[src/rtl/cache_pkg.sv]
// Shared defaults, FSM state encoding and statistics helper for the direct-mapped cache controller.
package cache_pkg;

    localparam int CACHE_WORD_SIZE = 32;
    localparam int CACHE_LINES     = 8;
    localparam int CACHE_INDEX_W   = 3;
    localparam int CACHE_ADDR_W    = 5;

    localparam logic [15:0] STAT_MAX = 16'hFFFF;

    typedef enum logic [2:0] {
        IDLE      = 3'd0,
        LOOKUP    = 3'd1,
        READ_HIT  = 3'd2,
        FILL      = 3'd3,
        WRITE_MEM = 3'd4
    } cache_state_e;

    // Saturating increment for the hit/miss statistics counters.
    function automatic logic [15:0] sat_inc(input logic [15:0] v);
        return (v == STAT_MAX) ? v : v + 16'd1;
    endfunction

endpackage

[src/rtl/cache_tag_store.sv]
// Valid/tag arrays for the cache: synchronous write, combinational read by index, cleared on reset.
module cache_tag_store
    import cache_pkg::*;
#(
    parameter int cache_size = CACHE_LINES,
    parameter int index      = CACHE_INDEX_W,
    parameter int tag_w      = CACHE_ADDR_W - CACHE_INDEX_W
) (
    input  logic             clk_i,
    input  logic             reset_i,
    input  logic [index-1:0] rd_index_i,
    output logic             rd_valid_o,
    output logic [tag_w-1:0] rd_tag_o,
    input  logic             wr_en_i,
    input  logic [index-1:0] wr_index_i,
    input  logic [tag_w-1:0] wr_tag_i
);

    logic [cache_size-1:0] valid_q;
    logic [tag_w-1:0]      tag_q [cache_size];

    always_ff @(posedge clk_i) begin
        if (reset_i) begin
            valid_q <= '0;
            for (int i = 0; i < cache_size; i++) begin
                tag_q[i] <= '0;
            end
        end else if (wr_en_i) begin
            valid_q[wr_index_i] <= 1'b1;
            tag_q[wr_index_i]   <= wr_tag_i;
        end
    end

    assign rd_valid_o = valid_q[rd_index_i];
    assign rd_tag_o   = tag_q[rd_index_i];

endmodule

[src/rtl/cache_ctrl.sv]
// Direct-mapped, write-through/no-allocate cache controller (one word per line).
// Optional hit/miss statistics outputs are compiled in with the CACHE_STATS_EN macro.
module cache_ctrl
    import cache_pkg::*;
#(
    parameter int word_size   = CACHE_WORD_SIZE,
    parameter int cache_size  = CACHE_LINES,
    parameter int index       = CACHE_INDEX_W,
    parameter int memory_bits = CACHE_ADDR_W
) (
    input  logic                   clk,
    input  logic                   reset,
    input  logic [memory_bits-1:0] cpu_addr,
    input  logic                   cpu_read,
    input  logic                   cpu_write,
    input  logic [word_size-1:0]   cpu_wdata,
    output logic [word_size-1:0]   cpu_rdata,
    output logic                   cpu_ready,
    output logic [memory_bits-1:0] mem_addr,
    output logic                   mem_read,
    output logic                   mem_write,
    output logic [word_size-1:0]   mem_wdata,
    input  logic [word_size-1:0]   mem_rdata,
    input  logic                   mem_ready,
    output logic [index-1:0]       ram_index,
    output logic [word_size-1:0]   ram_wdata_out,
    output logic                   ram_write_out,
    output logic                   ram_write_mem,
    output logic                   ram_read,
    input  logic [word_size-1:0]   ram_rdata
`ifdef CACHE_STATS_EN
    ,
    output logic [15:0]            hit_count,
    output logic [15:0]            miss_count
`endif
);

    localparam int TAG_W = memory_bits - index;

    cache_state_e           state_q, state_d;
    logic [memory_bits-1:0] addr_q, addr_d;
    logic [word_size-1:0]   wdata_q, wdata_d;
    logic [word_size-1:0]   rdata_q, rdata_d;
    logic                   is_write_q, is_write_d;
    logic                   ready_q, ready_d;

    logic [index-1:0]       line_idx;
    logic [TAG_W-1:0]       line_tag;
    logic                   tag_valid;
    logic [TAG_W-1:0]       tag_rd;
    logic                   hit;
    logic                   fill_we;

    assign line_idx = addr_q[index-1:0];
    assign line_tag = addr_q[memory_bits-1:index];
    assign hit      = tag_valid && (tag_rd == line_tag);

    cache_tag_store #(
        .cache_size(cache_size),
        .index     (index),
        .tag_w     (TAG_W)
    ) u_tag_store (
        .clk_i     (clk),
        .reset_i   (reset),
        .rd_index_i(line_idx),
        .rd_valid_o(tag_valid),
        .rd_tag_o  (tag_rd),
        .wr_en_i   (fill_we),
        .wr_index_i(line_idx),
        .wr_tag_i  (line_tag)
    );

    always_ff @(posedge clk) begin
        if (reset) begin
            state_q    <= IDLE;
            addr_q     <= '0;
            wdata_q    <= '0;
            rdata_q    <= '0;
            is_write_q <= 1'b0;
            ready_q    <= 1'b0;
        end else begin
            state_q    <= state_d;
            addr_q     <= addr_d;
            wdata_q    <= wdata_d;
            rdata_q    <= rdata_d;
            is_write_q <= is_write_d;
            ready_q    <= ready_d;
        end
    end

    // Handshake: a request is taken in IDLE and answered by a one-cycle cpu_ready; the
    // request is still up during that cycle, so IDLE refuses it while ready_q is high.
    always_comb begin
        state_d       = state_q;
        addr_d        = addr_q;
        wdata_d       = wdata_q;
        rdata_d       = rdata_q;
        is_write_d    = is_write_q;
        ready_d       = 1'b0;
        mem_read      = 1'b0;
        mem_write     = 1'b0;
        mem_addr      = '0;
        mem_wdata     = '0;
        ram_write_out = 1'b0;
        ram_write_mem = 1'b0;
        ram_read      = 1'b0;
        fill_we       = 1'b0;
        case (state_q)
            IDLE: begin
                if ((cpu_read || cpu_write) && !ready_q) begin
                    addr_d     = cpu_addr;
                    wdata_d    = cpu_wdata;
                    is_write_d = cpu_write;
                    state_d    = LOOKUP;
                end
            end
            LOOKUP: begin
                if (is_write_q) begin
                    ram_write_out = hit;
                    state_d       = WRITE_MEM;
                end else if (hit) begin
                    ram_read = 1'b1;
                    state_d  = READ_HIT;
                end else begin
                    state_d = FILL;
                end
            end
            READ_HIT: begin
                rdata_d = ram_rdata;
                ready_d = 1'b1;
                state_d = IDLE;
            end
            FILL: begin
                mem_read = 1'b1;
                mem_addr = addr_q;
                if (mem_ready) begin
                    // A reset landing on the completion edge must not leave a RAM write behind.
                    ram_write_mem = !reset;
                    fill_we       = !reset;
                    rdata_d       = mem_rdata;
                    ready_d       = 1'b1;
                    state_d       = IDLE;
                end
            end
            WRITE_MEM: begin
                mem_write = 1'b1;
                mem_addr  = addr_q;
                mem_wdata = wdata_q;
                if (mem_ready) begin
                    ready_d = 1'b1;
                    state_d = IDLE;
                end
            end
            default: state_d = IDLE;
        endcase
    end

    assign ram_index     = line_idx;
    assign ram_wdata_out = wdata_q;
    assign cpu_rdata     = rdata_q;
    assign cpu_ready     = ready_q;

`ifdef CACHE_STATS_EN
    logic [15:0] hit_cnt_q;
    logic [15:0] miss_cnt_q;

    always_ff @(posedge clk) begin
        if (reset) begin
            hit_cnt_q  <= '0;
            miss_cnt_q <= '0;
        end else if (state_q == LOOKUP && !is_write_q) begin
            if (hit) begin
                hit_cnt_q <= sat_inc(hit_cnt_q);
            end else begin
                miss_cnt_q <= sat_inc(miss_cnt_q);
            end
        end
    end

    assign hit_count  = hit_cnt_q;
    assign miss_count = miss_cnt_q;
`endif

endmodule

[config.mk]
export PLATFORM = sky130hd
export DESIGN_NAME = cache_ctrl
export DESIGN_NICKNAME = d
export VERILOG_FILES = /design/src/rtl/cache_pkg.sv /design/src/rtl/cache_tag_store.sv /design/src/rtl/cache_ctrl.sv
export SDC_FILE = /design/constraint.sdc
export NUM_CORES = 1
export LEC_CHECK = 0
export CAP_MARGIN = 30
export CORE_UTILIZATION = 44
export DETAILED_ROUTE_END_ITERATION = 16
export GPL_TIMING_DRIVEN = 0
export PLACE_DENSITY = 0.86
export SLEW_MARGIN = 20
export SYNTH_ARGS = -nofsm -noshare
export SYNTH_HDL_FRONTEND = slang
export SYNTH_SLANG_ARGS = --single-unit
[constraint.sdc]
create_clock -name clk -period 3.25 [get_ports clk]
set_input_delay 0.4875 -clock clk [delete_from_list [all_inputs] [get_ports clk]]
set_output_delay 0.4875 -clock clk [all_outputs]
set_load 0.02 [all_outputs]
==> summary.txt, run 1 <==
Worst setup path
  – Worst setup EP type: output port
  – Maximum fanout along the worst path: 8
  – FF-to-FF setup slack: ~1300 ps
  – Worst path required time: between 2000 and 3000 ps
  – Worst Path Arrival: roughly 2600 ps
  – CP Launch Type: flop
  – Critical path class: reg2out

Synthesis
  – Top_reg_cell synth: dfxtp_1
  – Yosys top cell by area: dfxtp_1
  – Syn avg cell area: 8.57 um^2
  – Synth Register Bits: 101
  – Post-Syn Nets: about 630
  – Share of the synthesized area in the top cell type: 37.7%
  – Sequential-to-total area share from yosys stat: 48.3%
  – Synth cell types: 40
  – Post-Syn Area: 0.00451 mm^2
  – Ys Warns: 0
  – Synthesized instance count: 527
  – Ranking of synthesized cells by area: dfxtp_1 (38%), nand2_1 (12%), edfxtp_1 (11%), a311oi_1 (6.2%), a21oi_1 (4.7%)
  – Post-synth EDFFs: 16
  – Synth async-reset ratio: 0%

Clock network
  – TritonCTS clock tree: built
  – CTS clk-pin slew, worst paths: around 100 ps
  – CTS root buf: clkbuf_8
  – CTS sink cnt: between 100 and 150
  – TritonCTS Buffers: 9
  – Worst-Skew Late Latency: approximately 370 ps
  – CTS Hold Buffers Added: 0
  – Max Buffers Root-to-Sink: 2
  – # H-tree levels: 3

Placed design
  – Buffers on Ports: 214
  – DP HPWL: between 10000 and 15000 um
  – GP Congestion: a little over 0.9
  – Placed Instances: a little under 900

Timing
  – Unrepaired setup endpoints after global routing: false
  – Sum Neg Setup Slack: 0 ps
  – Hold Violations, Final: 0
  – Fmax: 320 MHz
  – Tcrit/Tclk final: 96.2%
  – Fin Clk Skew: 11.1 ps
  – Slew @ Worst Pin: approximately 500 ps
  – Slew headroom: 66.0%
  – Final setup fails: 0
  – Fin. max-slew vios: 0
  – Tmin final: 3130 ps

Detailed routing
  – Max layer used: met4
  – Residual DRC: 0
  – Met3 Wirelength: 617 um
  – Vias: 4648
  – Met2 WL: 7570 um
  – Routed len/inst: ~16 um
  – Wl on met1: 5950 um
  – DR pass1 iterations: 4
  – Via/cell ratio: between 5 and 6
  – Routed WL: 14500 um
  – Final ANT Viol Nets: 0
  – Initial DRC Count: 229

Floorplan
  – # rows: 36
  – Die H: just over 100 um
  – Core Area: 0.00986 mm^2
  – Io pins: 216
  – Die Area: 0.0107 mm^2
  – Die X: 103 um
  – Initial Util: 45.8%

Global routing
  – GRT Util Overall: 26.7%
  – Gr ovfl total: 0
  – First-pass GRT wire length: 21600 um
  – Initial antenna violation count: 0
  – Largest net degree at the start of global routing: 17
  – Vias in the first global route: 4347

Power
  – Comb power frac: 28.2%
  – P_sw: 1.03 mW
  – Switch share: 30.4%
  – Peak VDD IR: 248 uV
  – Internal: 2.36 mW
  – Pwr dens: about 480 mW/mm^2
  – Sequential share of power: 43.4%
  – Clock Power Share: 28.4%
  – Leakage power: roughly 2.7 nW

Finish
  – Share of cells above drive strength 1: 8.32%
  – Commonest non-fill, non-tap cell in the layout: clkdlybuf4s50_1
  – Area growth syn-to-layout: 56.7%
  – Fill cells: roughly 750
  – Most frequent cells in the layout: clkdlybuf4s50_1 (214), nand2_1 (143), dfxtp_1 (85), nor2_1 (43), a21oi_1 (42)
  – NumNets Final: approximately 860
  – Non-filler cells, final: 890
  – Diode count: 0

Run
  – Number of max-cap violations: 0

Status
  – Status: complete, no violations

Min path
  – Hold WC Path Type: reg2reg
## metal layers
layer	vias up	GRT usage, %
met3	29	4.57
li1	2247	-
met1	2226	33.3
met5	-	0
met4	0	10.6
met2	146	46.1
## per-stage QoR
step	hold slack, ps	util [%]	worst slack [ps]	power, mW	cell area (um^2)
after detailed placement	463	69.2	516	2.44	6820
final	475	71.7	123	3.38	7080
after global placement	454	69.2	564	2.41	6820
after floorplan	453	-	1070	1.98	4510
after CTS	478	71.7	92.3	3.39	7070
after global routing	497	71.7	28.7	3.53	7080
## repair_timing
action / 4_1_cts / 5_1_grt
buffers inserted: 0 / 0
resized for setup: 0 / 2
setup endpoints to repair: 0 / 1
## power by group through the flow
stage          clock network, mW  logic [mW]  registers, mW
4_1_cts                    0.973       0.953           1.47
3_5_place_dp                   0       0.949           1.49
5_1_grt                     1.02        1.02           1.48
6_report                   0.961       0.955           1.47
3_3_place_gp                   0       0.923           1.49
2_1_floorplan                  0       0.396           1.59
## registers in the layout, summed over array words and instances, names as in the netlist, named ones only
register	cells
ram_wdata_out	32
cpu_ready	1
cpu_rdata	32
u_tag_store.tag_q	16
state_q	3
addr_q	5
u_tag_store.valid_q	8
is_write_q	1
## final cells by class
| type | count | area (um^2) | area share (%) |
|---|---|---|---|
| Multi-Input combinational cell | 375 | 2100 | 29.7 |
| Clock inverter | 5 | 77.6 | 1.10 |
| Clock buffer | 11 | 174 | 2.46 |
| Buffer | 47 | 220 | 3.11 |
| Tap cell | 133 | 166 | 2.35 |
| Inverter | 4 | 15.0 | 0.212 |
| Sequential cell | 101 | 2180 | 30.8 |
| Timing Repair Buffer | 214 | 2140 | 30.3 |
## cells in the mapped netlist, types with 6 or more instances
| cell type | number |
|---|---|
| edfxtp_1 | 16 |
| a21oi_1 | 42 |
| nand2_1 | 143 |
| nor2_1 | 43 |
| and2_1 | 21 |
| or2_2 | 8 |
| buf_2 | 13 |
| a311oi_1 | 32 |
| mux2i_1 | 8 |
| and3_1 | 32 |
| dfxtp_1 | 85 |
| o21ba_2 | 8 |
| nor3_1 | 6 |
| clkbuf_1 | 28 |
## path summary, 6_finish.rpt
kind | from | to | cells after the start
worst max-delay path | flop | ram_read | 6
worst min-delay path | ram_wdata_out[22] | ram_wdata_out[22] | 2
worst max register to register | state_q[0] | u_tag_store.tag_q[1][0] | 6
worst min register to register | ram_wdata_out[22] | ram_wdata_out[22] | 2
## logic make-up after synthesis
group,share of synthesized area (%)
DFF,48.3
xor gates and xnor gates,0.721
buffers and inverters,5.18
muxes,4.02
and+or+nand+nor,27.2
AOI/OAI and AO/OA,14.6
## critical path, cell delays in order (launching register included)
cell             delay [ps]
dfxtp_1                 350
buf_6                   160
mux2i_1                  90
mux4_2                  500
xnor2_2                 180
nor3_1                  310
clkdlybuf4s50_1         670
No activity file was read; power rests on OpenSTA's default activity.
==> run 2: changes to the inputs <==
--- a/config.mk
+++ b/config.mk
@@ -6,7 +6,9 @@
 export NUM_CORES = 1
 export LEC_CHECK = 0
 export CAP_MARGIN = 30
+export CORE_MARGIN = 5
 export CORE_UTILIZATION = 44
+export CTS_CLUSTER_SIZE = 8
 export DETAILED_ROUTE_END_ITERATION = 16
 export GPL_TIMING_DRIVEN = 0
 export PLACE_DENSITY = 0.86
==> run 2 against run 1 <==
Effect of this change:
- final area decreased by 0.73%
- clock power decreased by 18%
- via count increased by 0.34%
- total power decreased by 5.3%
- first-iteration DRC count increased by 15%
- combinational power about the same
- routed wire length increased by 3.2%
- die area increased by 16%
==> summary.txt, run 2 (synthesis gave the netlist of run 1 again) <==
Timing
  – Hold Slack: 478 ps (was 475 ps)
  – Final setup fails: 0 (unchanged)
  – Tmin final: 3100 ps (was 3130 ps)
  – Fin. max-slew vios: 0 (unchanged)
  – Slew headroom: 67.4% (was 66.0%)
  – Hold Violations, Final: 0 (unchanged)
  – Slew @ Worst Pin: 489 ps (was 497 ps)
  – Sum Neg Setup Slack: 0 ps (unchanged)
  – Unrepaired setup endpoints after global routing: false (unchanged)
  – Fmax: 322 MHz (was 320 MHz)
  – Fin Clk Skew: 22.2 ps (was 11.1 ps)
  – Tcrit/Tclk final: 95.4% (was 96.2%)

Finish
  – Finished Cell Area: 0.00702 mm^2 (was 0.00708 mm^2)
  – Most frequent cells in the layout: clkdlybuf4s50_1 (213), nand2_1 (143), dfxtp_1 (85), nor2_1 (43), a21oi_1 (42) (was clkdlybuf4s50_1 (214), nand2_1 (143), dfxtp_1 (85), nor2_1 (43), a21oi_1 (42))
  – NumNets Final: 858 (unchanged)
  – Commonest non-fill, non-tap cell in the layout: clkdlybuf4s50_1 (unchanged)
  – Area growth syn-to-layout: 55.6% (was 56.7%)
  – Share of cells above drive strength 1: 8.45% (was 8.32%)
  – Non-filler cells, final: 893 (was 890)
  – Diode count: 0 (unchanged)

Detailed routing
  – Vias: 4664 (was 4648)
  – DR pass1 iterations: 5 (was 4)
  – Initial DRC Count: 264 (was 229)
  – Routed len/inst: 16.8 um (was 16.3 um)
  – Final ANT Viol Nets: 0 (unchanged)
  – Via/cell ratio: 5.22 (about the same)
  – Residual DRC: 0 (unchanged)
  – Routed WL: 15000 um (was 14500 um)

Worst setup path
  – Critical path class: reg2out (unchanged)
  – FF-to-FF setup slack: 1300 ps (was 1290 ps)
  – Worst R2R Start: state_q[0] (unchanged)
  – Maximum fanout along the worst path: 8 (unchanged)
  – Worst Path Arrival: 2610 ps (was 2640 ps)
  – Worst setup EP type: output port (unchanged)
  – R2R cell count: 6 (unchanged)
  – RR Endpoint: u_tag_store.tag_q[1][1] (was u_tag_store.tag_q[1][0])
  – CP Launch Type: flop (unchanged)
  – Worst path required time: 2760 ps (about the same)

Placed design
  – DP HPWL: 11800 um (was 11100 um)
  – GP Congestion: 0.905 (was 0.923)
  – Placed Area: 0.00683 mm^2 (was 0.00682 mm^2)
  – Placed Instances: 877 (was 874)
  – Buffers on Ports: 214 (unchanged)

Clock network
  – Post-CTS sizing: 0 (unchanged)
  – CTS clk-pin slew, worst paths: 120 ps (was 100 ps)
  – Max Buffers Root-to-Sink: 2 (unchanged)
  – TritonCTS Buffers: 9 (unchanged)
  – CTS Hold Buffers Added: 0 (unchanged)
  – CTS sink cnt: 101 (unchanged)
  – TritonCTS clock tree: built (unchanged)
  – CTS root buf: clkbuf_8 (unchanged)
  – # H-tree levels: 3 (unchanged)
  – Post CTS Setup Buffer Count: 0 (unchanged)
  – Worst-Skew Late Latency: 380 ps (was 370 ps)

Min path
  – Hold depth: 2 (unchanged)
  – Hold Crit Start: mem_ready (was ram_wdata_out[22])
  – Hold WC Path Type: in2reg (was reg2reg)
  – Hold Path End: state_q[1] (was ram_wdata_out[22])

Run
  – Number of max-cap violations: 0 (unchanged)

Global routing
  – Initial antenna violation count: 0 (unchanged)
  – Largest net degree at the start of global routing: 20 (was 17)
  – Vias in the first global route: 4696 (was 4347)
  – Gr ovfl total: 0 (unchanged)
  – First-pass GRT wire length: 23900 um (was 21600 um)
  – GRT Util Overall: 23.6% (was 26.7%)

Floorplan
  – # rows: 37 (was 36)
  – Die Area: 0.0124 mm^2 (was 0.0107 mm^2)
  – Initial Util: 44.3% (was 45.8%)
  – Io pins: 216 (unchanged)
  – Die H: 111 um (was 103 um)
  – Die X: 111 um (was 103 um)
  – Core Area: 0.0102 mm^2 (was 0.00986 mm^2)

Power
  – Total power: 3.21 mW (was 3.38 mW)
  – Pwr dens: 456 mW/mm^2 (was 478 mW/mm^2)
  – Peak VDD IR: 246 uV (was 248 uV)
  – Leakage power: 2.72 nW (was 2.73 nW)

Status
  – Status: complete, no violations (unchanged)
-- run 2: cell types whose count changed in the layout (fill, tap and decap cells not counted), sizes merged --
cell / delta
clkinvlp: +1
clkbuf: -2
dlymetal6s2s: +1
bufinv: -2
inv: +3
clkdlybuf4s50: -1
-- run 2: metrics by stage --
| step | setup slack [ps] | utilization, % |
|---|---|---|
| 2_1_floorplan | 1070 | - |
| 3_3_place_gp | 561 | 67.0 |
| 3_5_place_dp | 549 | 67.0 |
| 4_1_cts | 112 | 68.9 |
| 5_1_grt | 46.4 | 69.0 |
| 6_report | 149 | 69.0 |
-- run 2: power breakdown --
part	switching, mW	internal, mW	leakage [nW]
registers	0.0816	1.38	0.861
clock network	0.488	0.299	0.0951
logic	0.506	0.446	1.76
total	1.08	2.13	2.72
-- run 2: worst max-delay path, cell delays in order (launching register included) --
cell and delay (ps):
dfxtp_1 330, buf_6 140, mux2i_1 130, mux4_2 490
xnor2_2 180, nor3_1 310, clkdlybuf4s50_1 670
-- run 2: final cells by class --
| cell class | count | area (um^2) |
|---|---|---|
| buffer | 47 | 220 |
| clock buffer | 9 | 124 |
| clock inverter | 7 | 70.1 |
| fill | 808 | 3160 |
| inverter | 4 | 15.0 |
| multi-input combinational | 375 | 2100 |
| sequential | 101 | 2180 |
| tap | 136 | 170 |
| timing repair buffer | 214 | 2140 |
-- run 2: how the worst max path moves through the flow --
stage,startpoint,slack [ps],to,cells after the start
floorplan,flop,1070,ram_read,5
global placement,flop,560,ram_read,6
detailed placement,flop,550,ram_write_out,6
CTS,flop,110,ram_write_out,6
global route,flop,50,ram_write_out,6
finish,flop,150,ram_write_out,6
-- run 2: per-layer routing --
metal | global-route usage (%) | wire length (um) | vias to the layer above
li1 | - | - | 2252
met1 | 28.4 | 6040 | 2206
met2 | 40.3 | 7550 | 154
met3 | 3.66 | 651 | 52
met4 | 12.4 | 716 | 0
met5 | 0 | 0 | -
